[src/rtl/nn_sequencer_if.sv]
`default_nettype none
// ---------------------------------------------------------------------------
// nn_sequencer_if : board/memory/network handshake bundle for nn_sequencer
// Rev 1.0
// ---------------------------------------------------------------------------
interface nn_sequencer_if #(
  parameter int outWidth   = 4,
  parameter int NUM_FRAMES = 1
);
  localparam int FIW = $clog2(NUM_FRAMES + 1);

  logic                enable;
  logic                mem_valid;
  logic                mem_last;
  logic                mem_ren;
  logic                net_out_valid;
  logic [outWidth-1:0] net_out_data;
  logic [outWidth-1:0] result;
  logic                result_valid;
  logic                done;
  logic                busy;
  logic [FIW-1:0]      frame_idx;
  logic                exhausted;
  logic                error;
  logic [1:0]          err_code;

  modport master (
    output enable, mem_valid, mem_last, net_out_valid, net_out_data,
    input  mem_ren, result, result_valid, done, busy, frame_idx,
           exhausted, error, err_code
  );

  modport slave (
    input  enable, mem_valid, mem_last, net_out_valid, net_out_data,
    output mem_ren, result, result_valid, done, busy, frame_idx,
           exhausted, error, err_code
  );
endinterface
`default_nettype wire

[src/rtl/nn_sequencer.sv]
`default_nettype none
// ---------------------------------------------------------------------------
// nn_sequencer : frame controller between nn_memory and net (start, length
// check, result hold, fault flag). Optional watchdog: NN_SEQ_WATCHDOG_EN.
// Rev 1.0
// ---------------------------------------------------------------------------
module nn_sequencer #(
  parameter int outWidth   = 4,
  parameter int FRAME_LEN  = 784,
  parameter int NUM_FRAMES = 1,
  parameter int TIMEOUT    = 4096
) (
  input  wire           clk,
  input  wire           rst,
  nn_sequencer_if.slave bus
);
  localparam int BCW = $clog2(FRAME_LEN + 1);
  localparam int FIW = $clog2(NUM_FRAMES + 1);

  localparam logic [1:0] c_ERR_LEN = 2'b01;
  localparam logic [1:0] c_ERR_RES = 2'b10;
  localparam logic [1:0] c_ERR_TMO = 2'b11;

  typedef enum logic [2:0] {
    S_IDLE  = 3'd0,
    S_READ  = 3'd1,
    S_WAIT  = 3'd2,
    S_DONE  = 3'd3,
    S_ERROR = 3'd4
  } state_t;

  state_t              r_state;
  logic                r_enable_q;
  logic [BCW-1:0]      r_beat_cnt;
  logic                r_mem_ren;
  logic [outWidth-1:0] r_result;
  logic                r_result_valid;
  logic                r_done;
  logic                r_busy;
  logic [FIW-1:0]      r_frame_idx;
  logic                r_exhausted;
  logic                r_error;
  logic [1:0]          r_err_code;

  logic                w_start;
  logic [BCW:0]        w_beats_incl;
  logic                w_wd_expire;
  logic                w_len_fault;
  logic                w_res_fault;
  logic                w_tmo_fault;
  logic                w_fault;
  logic [1:0]          w_fault_code;

`ifdef NN_SEQ_WATCHDOG_EN
  localparam int WDW = $clog2(TIMEOUT + 1);
  logic [WDW-1:0] r_wd;
  // Fires on the edge that would take the count to TIMEOUT.
  assign w_wd_expire = (r_wd == WDW'(TIMEOUT - 1));
`else
  assign w_wd_expire = 1'b0;
`endif

  assign w_start      = bus.enable & ~r_enable_q & ~r_exhausted & ~r_error;
  assign w_beats_incl = {1'b0, r_beat_cnt} + (BCW+1)'(bus.mem_valid);

  always_comb begin
    w_len_fault = 1'b0;
    w_res_fault = 1'b0;
    w_tmo_fault = 1'b0;
    case (r_state)
      S_IDLE, S_DONE: w_res_fault = bus.net_out_valid;
      S_READ: begin
        w_len_fault = (bus.mem_valid && (r_beat_cnt == BCW'(FRAME_LEN))) ||
                      (bus.mem_last && (w_beats_incl != (BCW+1)'(FRAME_LEN)));
        w_res_fault = bus.net_out_valid;
        w_tmo_fault = w_wd_expire && !bus.mem_valid;
      end
      S_WAIT: begin
        w_len_fault = bus.mem_valid;
        w_tmo_fault = w_wd_expire;
      end
      default: ;
    endcase
    w_fault      = w_len_fault | w_res_fault | w_tmo_fault;
    w_fault_code = w_len_fault ? c_ERR_LEN : (w_res_fault ? c_ERR_RES : c_ERR_TMO);
  end

  always_ff @(posedge clk) begin
    if (rst) begin
      r_state        <= S_IDLE;
      r_enable_q     <= 1'b0;
      r_beat_cnt     <= '0;
      r_mem_ren      <= 1'b0;
      r_result       <= '0;
      r_result_valid <= 1'b0;
      r_done         <= 1'b0;
      r_busy         <= 1'b0;
      r_frame_idx    <= '0;
      r_exhausted    <= 1'b0;
      r_error        <= 1'b0;
      r_err_code     <= 2'b00;
`ifdef NN_SEQ_WATCHDOG_EN
      r_wd           <= '0;
`endif
    end else begin
      r_enable_q <= bus.enable;
      r_done     <= 1'b0;
      if (w_fault) begin
        r_state    <= S_ERROR;
        r_error    <= 1'b1;
        r_err_code <= w_fault_code;
        r_mem_ren  <= 1'b0;
        r_busy     <= 1'b0;
      end else begin
        case (r_state)
          S_IDLE: begin
            if (w_start) begin
              r_state        <= S_READ;
              r_mem_ren      <= 1'b1;
              r_busy         <= 1'b1;
              r_beat_cnt     <= '0;
              r_result_valid <= 1'b0;
`ifdef NN_SEQ_WATCHDOG_EN
              r_wd           <= '0;
`endif
            end
          end
          S_READ: begin
            if (bus.mem_valid) r_beat_cnt <= r_beat_cnt + BCW'(1);
`ifdef NN_SEQ_WATCHDOG_EN
            r_wd <= (bus.mem_valid || bus.mem_last) ? '0 : r_wd + WDW'(1);
`endif
            if (bus.mem_last) begin
              r_state   <= S_WAIT;
              r_mem_ren <= 1'b0;
            end
          end
          S_WAIT: begin
`ifdef NN_SEQ_WATCHDOG_EN
            r_wd <= r_wd + WDW'(1);
`endif
            if (bus.net_out_valid) begin
              r_state        <= S_DONE;
              r_result       <= bus.net_out_data;
              r_result_valid <= 1'b1;
              r_frame_idx    <= r_frame_idx + FIW'(1);
              r_exhausted    <= ((r_frame_idx + FIW'(1)) == FIW'(NUM_FRAMES));
              r_done         <= 1'b1;
              r_busy         <= 1'b0;
            end
          end
          S_DONE:  r_state <= S_IDLE;
          default: r_state <= S_ERROR;
        endcase
      end
    end
  end

  assign bus.mem_ren      = r_mem_ren;
  assign bus.result       = r_result;
  assign bus.result_valid = r_result_valid;
  assign bus.done         = r_done;
  assign bus.busy         = r_busy;
  assign bus.frame_idx    = r_frame_idx;
  assign bus.exhausted    = r_exhausted;
  assign bus.error        = r_error;
  assign bus.err_code     = r_err_code;

endmodule
`default_nettype wire

[src/flat_wrapper.sv]
// flat-port wrapper written by rule: the top's interface ports become plain ports
module nn_sequencer_flat 
#(
  parameter int outWidth   = 4,
  parameter int FRAME_LEN  = 784,
  parameter int NUM_FRAMES = 1,
  parameter int TIMEOUT    = 4096
)
  (clk, rst, bus_enable, bus_mem_valid, bus_mem_last, bus_net_out_valid, bus_net_out_data, bus_mem_ren, bus_result, bus_result_valid, bus_done, bus_busy, bus_frame_idx, bus_exhausted, bus_error, bus_err_code);
  nn_sequencer_if #(.outWidth(outWidth), .NUM_FRAMES(NUM_FRAMES)) bus_i ();
  input  wire clk;
  input  wire rst;
  input wire logic [$bits(bus_i.enable)-1:0] bus_enable;
  input wire logic [$bits(bus_i.mem_valid)-1:0] bus_mem_valid;
  input wire logic [$bits(bus_i.mem_last)-1:0] bus_mem_last;
  input wire logic [$bits(bus_i.net_out_valid)-1:0] bus_net_out_valid;
  input wire logic [$bits(bus_i.net_out_data)-1:0] bus_net_out_data;
  output wire logic [$bits(bus_i.mem_ren)-1:0] bus_mem_ren;
  output wire logic [$bits(bus_i.result)-1:0] bus_result;
  output wire logic [$bits(bus_i.result_valid)-1:0] bus_result_valid;
  output wire logic [$bits(bus_i.done)-1:0] bus_done;
  output wire logic [$bits(bus_i.busy)-1:0] bus_busy;
  output wire logic [$bits(bus_i.frame_idx)-1:0] bus_frame_idx;
  output wire logic [$bits(bus_i.exhausted)-1:0] bus_exhausted;
  output wire logic [$bits(bus_i.error)-1:0] bus_error;
  output wire logic [$bits(bus_i.err_code)-1:0] bus_err_code;
  assign bus_i.enable = bus_enable;
  assign bus_i.mem_valid = bus_mem_valid;
  assign bus_i.mem_last = bus_mem_last;
  assign bus_i.net_out_valid = bus_net_out_valid;
  assign bus_i.net_out_data = bus_net_out_data;
  assign bus_mem_ren = bus_i.mem_ren;
  assign bus_result = bus_i.result;
  assign bus_result_valid = bus_i.result_valid;
  assign bus_done = bus_i.done;
  assign bus_busy = bus_i.busy;
  assign bus_frame_idx = bus_i.frame_idx;
  assign bus_exhausted = bus_i.exhausted;
  assign bus_error = bus_i.error;
  assign bus_err_code = bus_i.err_code;
  nn_sequencer #(.outWidth(outWidth), .FRAME_LEN(FRAME_LEN), .NUM_FRAMES(NUM_FRAMES), .TIMEOUT(TIMEOUT)) u_core (.clk(clk), .rst(rst), .bus(bus_i));
endmodule
[config.mk]
export PLATFORM = sky130hd
export DESIGN_NAME = nn_sequencer_flat
export DESIGN_NICKNAME = d
export VERILOG_FILES = /design/src/rtl/nn_sequencer_if.sv /design/src/rtl/nn_sequencer.sv /design/src/flat_wrapper.sv
export SDC_FILE = /design/constraint.sdc
export NUM_CORES = 1
export LEC_CHECK = 0
export ABC_AREA = 0
export ABC_CLOCK_PERIOD_IN_PS = 2500
export CAP_MARGIN = 25
export CORE_ASPECT_RATIO = 1.4
export CORE_UTILIZATION = 32
export CTS_BUF_LIST = sky130_fd_sc_hd__clkbuf_16
export DETAILED_ROUTE_END_ITERATION = 10
export PLACE_DENSITY = 0.51
export SETUP_SLACK_MARGIN = 0.4
export SYNTH_ARGS = -nofsm -noshare
export SYNTH_HDL_FRONTEND = slang
export SYNTH_SLANG_ARGS = --single-unit
[constraint.sdc]
create_clock -name clk -period 2.5 [get_ports clk]
set_input_delay 0.25 -clock clk [delete_from_list [all_inputs] [get_ports clk]]
set_output_delay 0.25 -clock clk [all_outputs]
set_load 0.005 [all_outputs]
-- Yosys cells after proc, flatten, opt, wreduce, memory -nomap -nowiden
Cells that the tools add are included.
- input port bits: 10
- output and inout port bits: 13
- register bits after elaboration: 26
- equal/unequal tests: 12
- bitwise operators: 9
- multiplexer cells: 21
- add/subtract/negate cells: 3
- reduce and logical (&&, ||, !) cells: 16
- operators by type and width (cell ; number):
    $mux W10 ; 2
    $pmux W10 S2 ; 1
    $reduce_and A3 Y1 ; 5
    $mux W3 ; 4
    $pmux W3 S4 ; 1
    $add A10 B1 Y11 ; 1
    $ne A11 B10 Y1 const B ; 1
    $add A10 B1 Y10 const B ; 1
    $eq A10 B10 Y1 const B ; 1
    $mux W1 ; 8
    $pmux W1 S2 ; 4
    $reduce_and A4 Y1 ; 2
    $eq A3 B2 Y1 const B ; 2
    $ne A2 B2 Y1 const B ; 3
    $ne A3 B2 Y1 const B ; 2
    $reduce_or A3 Y1 ; 2
    $not A1 Y1 ; 5
    $reduce_bool A2 Y1 ; 2
    $and A1 B1 Y1 ; 3
    $eq A3 B1 Y1 const B ; 1
    $logic_not A3 Y1 ; 1
    $ne A3 B1 Y1 const B ; 1
    $logic_and A1 B1 Y1 ; 2
    $mux W2 ; 1
    other kinds (5) ; 5

-- Logic depth before layout (Yosys ltp)
Gate-level depths: netlist of the first run.
- depth in word-level cells: 8
- mapped depth: 8

-- Worst setup path before layout of the first run
OpenSTA, ideal clock, no wires.
- path kind: reg-to-reg
- start: register u_core.r_beat_cnt[0]
- end: register u_core.r_mem_ren (netlist: u_core.bus.mem_ren)
- setup slack: 101 ps
- clock period less this slack: 2399 ps
- arrival time: 2326 ps
- cell stages (with the launch flop): 9
- buffers on the path: 0
- required time: 2427 ps
- path through: dfxtp_1 -> ha_1 -> ha_1 -> and2_1 -> o22a_1 -> a2bb2oi_1 -> or4_4 -> a211o_4 -> nor3_2
- longest elaborated chain between the ends: 7
- elaborated cells between the ends (all ways): 9
- RTL lines (what ; RTL line ; text):
    start, declared ; nn_sequencer.sv:34 ; logic [BCW-1:0] r_beat_cnt;
    start signal, assigned ; nn_sequencer.sv:129 ; if (bus.mem_valid) r_beat_cnt <= r_beat_cnt + BCW'(1);
    $add A10 B1 Y11 ; nn_sequencer.sv:64 ; assign w_beats_incl = {1'b0, r_beat_cnt} + (BCW+1)'(bus.mem_valid);
    $ne A11 B10 Y1 ; nn_sequencer.sv:74 ; (bus.mem_last && (w_beats_incl != (BCW+1)'(FRAME_LEN)));
    $logic_and A1 B1 Y1 ; nn_sequencer.sv:74 ;
    $logic_or A1 B1 Y1 (*) ; nn_sequencer.sv:73 ; w_len_fault = (bus.mem_valid && (r_beat_cnt == BCW'(FRAME_LEN))) ||
    $pmux W1 S2 (*) ; nn_sequencer.sv:70 ; case (r_state)
    $or A1 B1 Y1 (*) ; nn_sequencer.sv:84 ; w_fault = w_len_fault | w_res_fault | w_tmo_fault;
    $reduce_or A2 Y1 (no line) (*) ; - ;
    end signal, assigned ; nn_sequencer.sv:93 ; r_mem_ren <= 1'b0;
    end signal, assigned ; nn_sequencer.sv:112 ; r_mem_ren <= 1'b0;
    end signal, assigned ; nn_sequencer.sv:119 ; r_mem_ren <= 1'b1;
    end, declared ; nn_sequencer.sv:35 ; logic r_mem_ren;
Every way passes the cells marked *; elsewhere a longest branch is shown, timed or not.
A chain may end at the register's enable or synchronous reset.

-- Final worst setup path of the first run
- start: register u_core.r_beat_cnt[0]
- end: register u_core.r_state[0]
- longest elaborated chain between the ends: 7
- elaborated cells between the ends (all ways): 9
- RTL lines (what ; RTL line ; text):
    $add A10 B1 Y11 ; nn_sequencer.sv:64 ;
    $ne A11 B10 Y1 ; nn_sequencer.sv:74 ;
    $logic_and A1 B1 Y1 ; nn_sequencer.sv:74 ;
    $logic_or A1 B1 Y1 (*) ; nn_sequencer.sv:73 ;
    $pmux W1 S2 (*) ; nn_sequencer.sv:70 ;
    $or A1 B1 Y1 (*) ; nn_sequencer.sv:84 ;
    $reduce_or A2 Y1 (no line) (*) ; - ;
    end signal, assigned ; nn_sequencer.sv:90 ; r_state <= S_IDLE;
    end signal, assigned ; nn_sequencer.sv:109 ; r_state <= S_ERROR;
    end signal, assigned ; nn_sequencer.sv:118 ; r_state <= S_READ;
    end, declared ; nn_sequencer.sv:32 ; state_t r_state;
Marked as above.

==> results of run 1 <==
## power by group
| group | internal, W | switching [W] |
|---|---|---|
| combinational | 0.0000507 | 0.0000545 |
| sequential | 0.000421 | 0.00000771 |
| clock | 0.000214 | 0.000151 |
## flip-flops by register name, summed over array words and instances (netlist names)
name                     cells
u_core.bus.error             1
u_core.bus.err_code          2
u_core.bus.mem_ren           1
u_core.r_enable_q            1
u_core.bus.result            4
u_core.r_state               3
u_core.bus.done              1
u_core.bus.result_valid      1
u_core.bus.frame_idx         1
u_core.bus.busy              1
u_core.r_beat_cnt           10
## worst max-delay path, stage by stage (launching register included)
cell and delay (ns):
dfxtp_4 0.36, ha_4 0.17, ha_4 0.16, buf_4 0.12, nor2_1 0.13, a21o_1 0.11, a21oi_1 0.09, or4_4 0.55
a211o_4 0.39, a211oi_2 0.15
## layer usage
layer / routed length [um] / share of wire
met3: 188 / 0.045
met1: 1730 / 0.42
met2: 2100 / 0.51
met5: 0 / 0
met4: 131 / 0.032
## synth_stat cells, types with 5 or more instances
cell / n / share of area
o21ai_0: 7 / 0.024
inv_1: 5 / 0.013
mux2i_1: 5 / 0.034
a21oi_1: 10 / 0.034
nand3_1: 5 / 0.017
nor3_1: 9 / 0.031
nand2_1: 14 / 0.036
nand2b_1: 5 / 0.021
dfxtp_1: 26 / 0.35
nor2b_1: 6 / 0.026
nor2_1: 18 / 0.046
## path summary, 6_finish.rpt
kind | end | slack [ns] | depth (start not counted)
worst max-delay path | u_core.r_state[0] | 0.19 | 9
worst min-delay path | u_core.bus.result_valid | 0.47 | 1
worst max register to register | u_core.r_state[0] | 0.19 | 9
worst min register to register | u_core.bus.result_valid | 0.47 | 1
## timing repair
item | 4_1_cts | 5_1_grt
buffers inserted | 2 | 1
gates resized for setup | 5 | 7
setup endpoints to repair | 16 | 19
pin swaps | 2 | 4
## final cells by class
type                    count  share of cell area
clock buffers               3              0.0371
clock inverters             1             0.00185
inverters                   5             0.00927
flip-flops and latches     26               0.261
repair buffers             36               0.166
multi-input cells         141               0.487
well taps                  60              0.0371
## stage by stage
stage	hold slack (ns)	setup slack, ns	power (W)	setup TNS, ns	util
3_5_place_dp	0.454	-0.251	0.000543	-2.62	0.428
4_1_cts	0.469	0.200	0.000908	0	0.458
2_1_floorplan	0.378	0.328	0.000488	0	-
3_3_place_gp	0.450	-0.229	0.000541	-2.39	0.428
5_1_grt	0.485	0.133	0.000937	0	0.470
6_report	0.467	0.193	0.000899	0	0.470
## logic make-up after synthesis
| logic type | Yosys count | synth area share |
|---|---|---|
| simple gates | 89 | 0.340 |
| compound gates | 42 | 0.201 |
| buf+inv | 10 | 0.0290 |
| mux | 5 | 0.0341 |
| xor+xnor | 1 | 0.00597 |
| flops | 26 | 0.355 |
| fa+ha+maj | 4 | 0.0341 |
==> impl_metrics.toml, run 1 <==
[critical_path]
start_kind = "flop"
crit_required_ns = 2.69
setup.worst_path.start = "u_core.r_beat_cnt[0]"
worstPathArrival_ns = 2.50
crit_path_end_kind = "flop"
worstReg2RegStart = "u_core.r_beat_cnt[0]"
critical_path_class = "reg2reg"
crit_fanout = 6

[clock_tree]
clockBufferDepth = 2
cts_sinks = 26
clkTransAtPathRegs_ns = 0.07
cts_hold_buf = 0
cts_tree = "done"
clock_latency_ns = 0.26
cts-root-buf = "clkbuf_16"
h-tree-depth = 1
cts_buffers = 3

[place]
dp.final_hpwl_um = 3030
placedCellCount = 265
port_buffers = 22
gp_congestion = 0.966
dpl_cell_area_um2 = 1840

[sta]
maxSlewHeadroom = 0.565
rsz0062_at_grt = "yes"
tightest_slew_ns = 0.653
min_period_over_period = 0.923
skew_ns = 0.00685
clock.fmax_mhz = 433
slew_viol_final = 0
period_needed_ns = 2.31
setup_viol = 0
hold_viol = 0

[finish]
num-fill-cells = 428
mostFrequentLayoutCell = "dfxtp_1"
regArea_um2 = 529
fin_cells = 272
diodes = 0
final_cell_mix = "dfxtp_1, clkdlybuf4s50_1, nor2_1, nand2_1, buf_4"
area_delta_synth_final_pct = 38.1
multi_input_area_um2 = 986
drive_gt1_frac = 0.189
final_cell_area_um2 = 2020
nets = 227

[yosys]
syn_nets = 191
ys_ff_latch = 26
synthArstFlopShare = 0
synth-edff-count = 0
ys.flop_type = "dfxtp_1"
synth_cells = 177
ys_warn_count = 0
synth_area_per_cell_um2 = 8.28
ys_types = 49
synth_seq_area_share = 0.355
syn_area_um2 = 1470

[grt]
first_global_vias = 1472
grt_pass1_wl_um = 6690
grt_util_all_layers = 0.183
antenna_found_initial = 0
met2_usage = 0.313
grtUsageMet3 = 0.0312
grt.overflow.total = 0
busiest_layer = "met2"
use_met1 = 0.218
grt_start_max_net_pins = 23

[floorplanning]
fp-row-count = 28
die_w_um = 59.2
die_height_um = 82.1
coreArea_um2 = 4310
start_util = 0.340
io-pin-count = 23
die_area_um2 = 4860

[detailed_routing]
avgRoutedWirePerCell_um = 15.2
drc = 0
drt_wl_total_um = 4150
via_count = 1484
viasPerCell = 5.46
drtIter0Drc = 44
drt-pass1-iter-count = 4
drtAntennaViolNets = 0

[status]
outcome = "complete, no violations"

[job]
drv_cap = 0

[min_path]
hold_path.class = "reg2reg"
hp-start = "u_core.bus.result_valid"

[power]
leakagePower_nw = 0.664
peakVddDrop_uv = 275
power.density_nw_per_um2 = 444
Note: power is estimated with default switching activity, not from simulation.
==> run 2, diff against run 1 <==
- CAP_MARGIN: 25 -> 40
- CORE_UTILIZATION: 32 -> 39
- PLACE_DENSITY: 0.51 -> 0.6
- SLEW_MARGIN: unset -> 0
==> impl_metrics.toml, run 2 (synthesis gave the netlist of run 1 again) <==
[critical_path]
r2r_cells = 8
start_kind = "flop"
crit_required_ns = 2.69
crit_fanout = 6
critical_path_class = "reg2reg"
crit_path_end_kind = "flop"
worstPathArrival_ns = 2.50

[sta]
rsz0062_at_grt = "yes"
tightest_slew_ns = 0.552
maxSlewHeadroom = 0.632
min_period_over_period = 0.925
skew_ns = 0.00570
hold_ws_ns = 0.480
clock.fmax_mhz = 432
setup_viol = 0
hold_viol = 0
period_needed_ns = 2.31
slew_viol_final = 0

[grt]
grt_start_max_net_pins = 23
grt.overflow.total = 0
antenna_found_initial = 0
grt_pass1_wl_um = 6780
first_global_vias = 1580
grt_util_all_layers = 0.233

[clock_tree]
cts_tree = "done"
cts_buffers = 3
clkTransAtPathRegs_ns = 0.07
clockBufferDepth = 2
cts-root-buf = "clkbuf_16"
clock_latency_ns = 0.26
cts_sinks = 26
h-tree-depth = 1

[detailed_routing]
drt-pass1-iter-count = 4
viasPerCell = 6.03
drtIter0Drc = 27
via_count = 1544
avgRoutedWirePerCell_um = 16.4
drc = 0
drtAntennaViolNets = 0
drt_wl_total_um = 4200

[floorplanning]
io-pin-count = 23
die_w_um = 53.8
fp-row-count = 26
die_height_um = 74.6
coreArea_um2 = 3610
start_util = 0.406
die_area_um2 = 4010

[finish]
top_register = "u_core.r_beat_cnt"
nets = 229
final_cell_mix = "dfxtp_1, clkdlybuf4s50_1, nor2_1, nand2_1, buf_4"
num-fill-cells = 327
drive_gt1_frac = 0.224
diodes = 0
largest_reg_flops = 10
mostFrequentLayoutCell = "dfxtp_1"
area_delta_synth_final_pct = 40.7
postLayoutCoreUtil = 0.571

[power]
p_switching_w = 0.000210
leakagePower_nw = 0.689
internal_power_w = 0.000688
seq_power_share = 0.477
power_w = 0.000898
peakVddDrop_uv = 411
clkPwrFrac = 0.400
power.density_nw_per_um2 = 435
swShare = 0.233
pwr-share-comb = 0.122

[place]
dp.final_hpwl_um = 2980
port_buffers = 22
gp_congestion = 0.979

[min_path]
hold_path.class = "reg2reg"
whs_path_depth = 2

[job]
drv_cap = 0

[status]
outcome = "complete, no violations"
## run 2: cell types whose count changed in the layout (fill, tap and decap cells not counted), sizes merged
cell	change
buf	+2
## run 2: path summary, 6_finish.rpt
path,startpoint,slack (ns),end
worst min-delay path,u_core.bus.err_code[1],0.48,u_core.bus.err_code[1]
worst max register to register,u_core.r_beat_cnt[0],0.19,u_core.r_state[0]
worst max-delay path,u_core.r_beat_cnt[0],0.19,u_core.r_state[0]
worst min register to register,u_core.bus.err_code[1],0.48,u_core.bus.err_code[1]
## run 2: repair_timing
| item | in CTS | in global routing |
|---|---|---|
| endpoints found under the setup margin | 16 | 18 |
| cloned | 0 | 0 |
| hold buffers | 0 | 0 |
| pin swaps | 4 | 3 |
| buffers inserted | 4 | 1 |
| gates resized for setup | 18 | 4 |
| hold endpoints to repair | 0 | 0 |
## run 2: critical path, cell delays in order, from the launching register on
cell	delay, ns
dfxtp_4	0.36
ha_4	0.17
ha_4	0.16
and2_4	0.16
o22a_1	0.20
a2bb2oi_2	0.17
or4_4	0.47
a211o_4	0.39
a211oi_2	0.15
## run 2: final cells by class
| type | instances | area, um^2 | share of cell area |
|---|---|---|---|
| inverter | 5 | 18.8 | 0.00910 |
| timing repair buffer | 38 | 347 | 0.168 |
| clock inverter | 1 | 3.75 | 0.00182 |
| multi-input combinational | 141 | 1040 | 0.503 |
| sequential | 26 | 529 | 0.257 |
| clock buffer | 3 | 75.1 | 0.0364 |
| tap | 42 | 52.6 | 0.0255 |
## run 2: per-stage QoR
stage	setup WS (ns)	std cells	cell area, um^2	setup TNS [ns]
after global placement	-0.233	247	1820	-2.34
final	0.187	256	2060	0
after detailed placement	-0.276	247	1820	-2.90
after floorplan	0.328	177	1490	0
after CTS	0.180	255	2030	0
after global routing	0.130	256	2060	0
## run 2: power by group through the flow
stage	Clock [W]	Combinational (W)	Sequential, W
finish	0.000360	0.000110	0.000429
global route	0.000391	0.000120	0.000429
CTS	0.000365	0.000109	0.000428
detailed placement	0	0.000103	0.000439
global placement	0	0.000102	0.000439
floorplan	0	0.0000500	0.000438
## run 2: routing by layer
metal / vias to the layer above / share of wire / routed length [um] / track usage
met1: 736 / 0.40 / 1700 / 0.257
met4: 0 / 0.022 / 93 / 0.135
li1: 728 / - / - / -
met3: 10 / 0.047 / 199 / 0.0573
met2: 70 / 0.53 / 2210 / 0.394
met5: - / 0 / 0 / 0
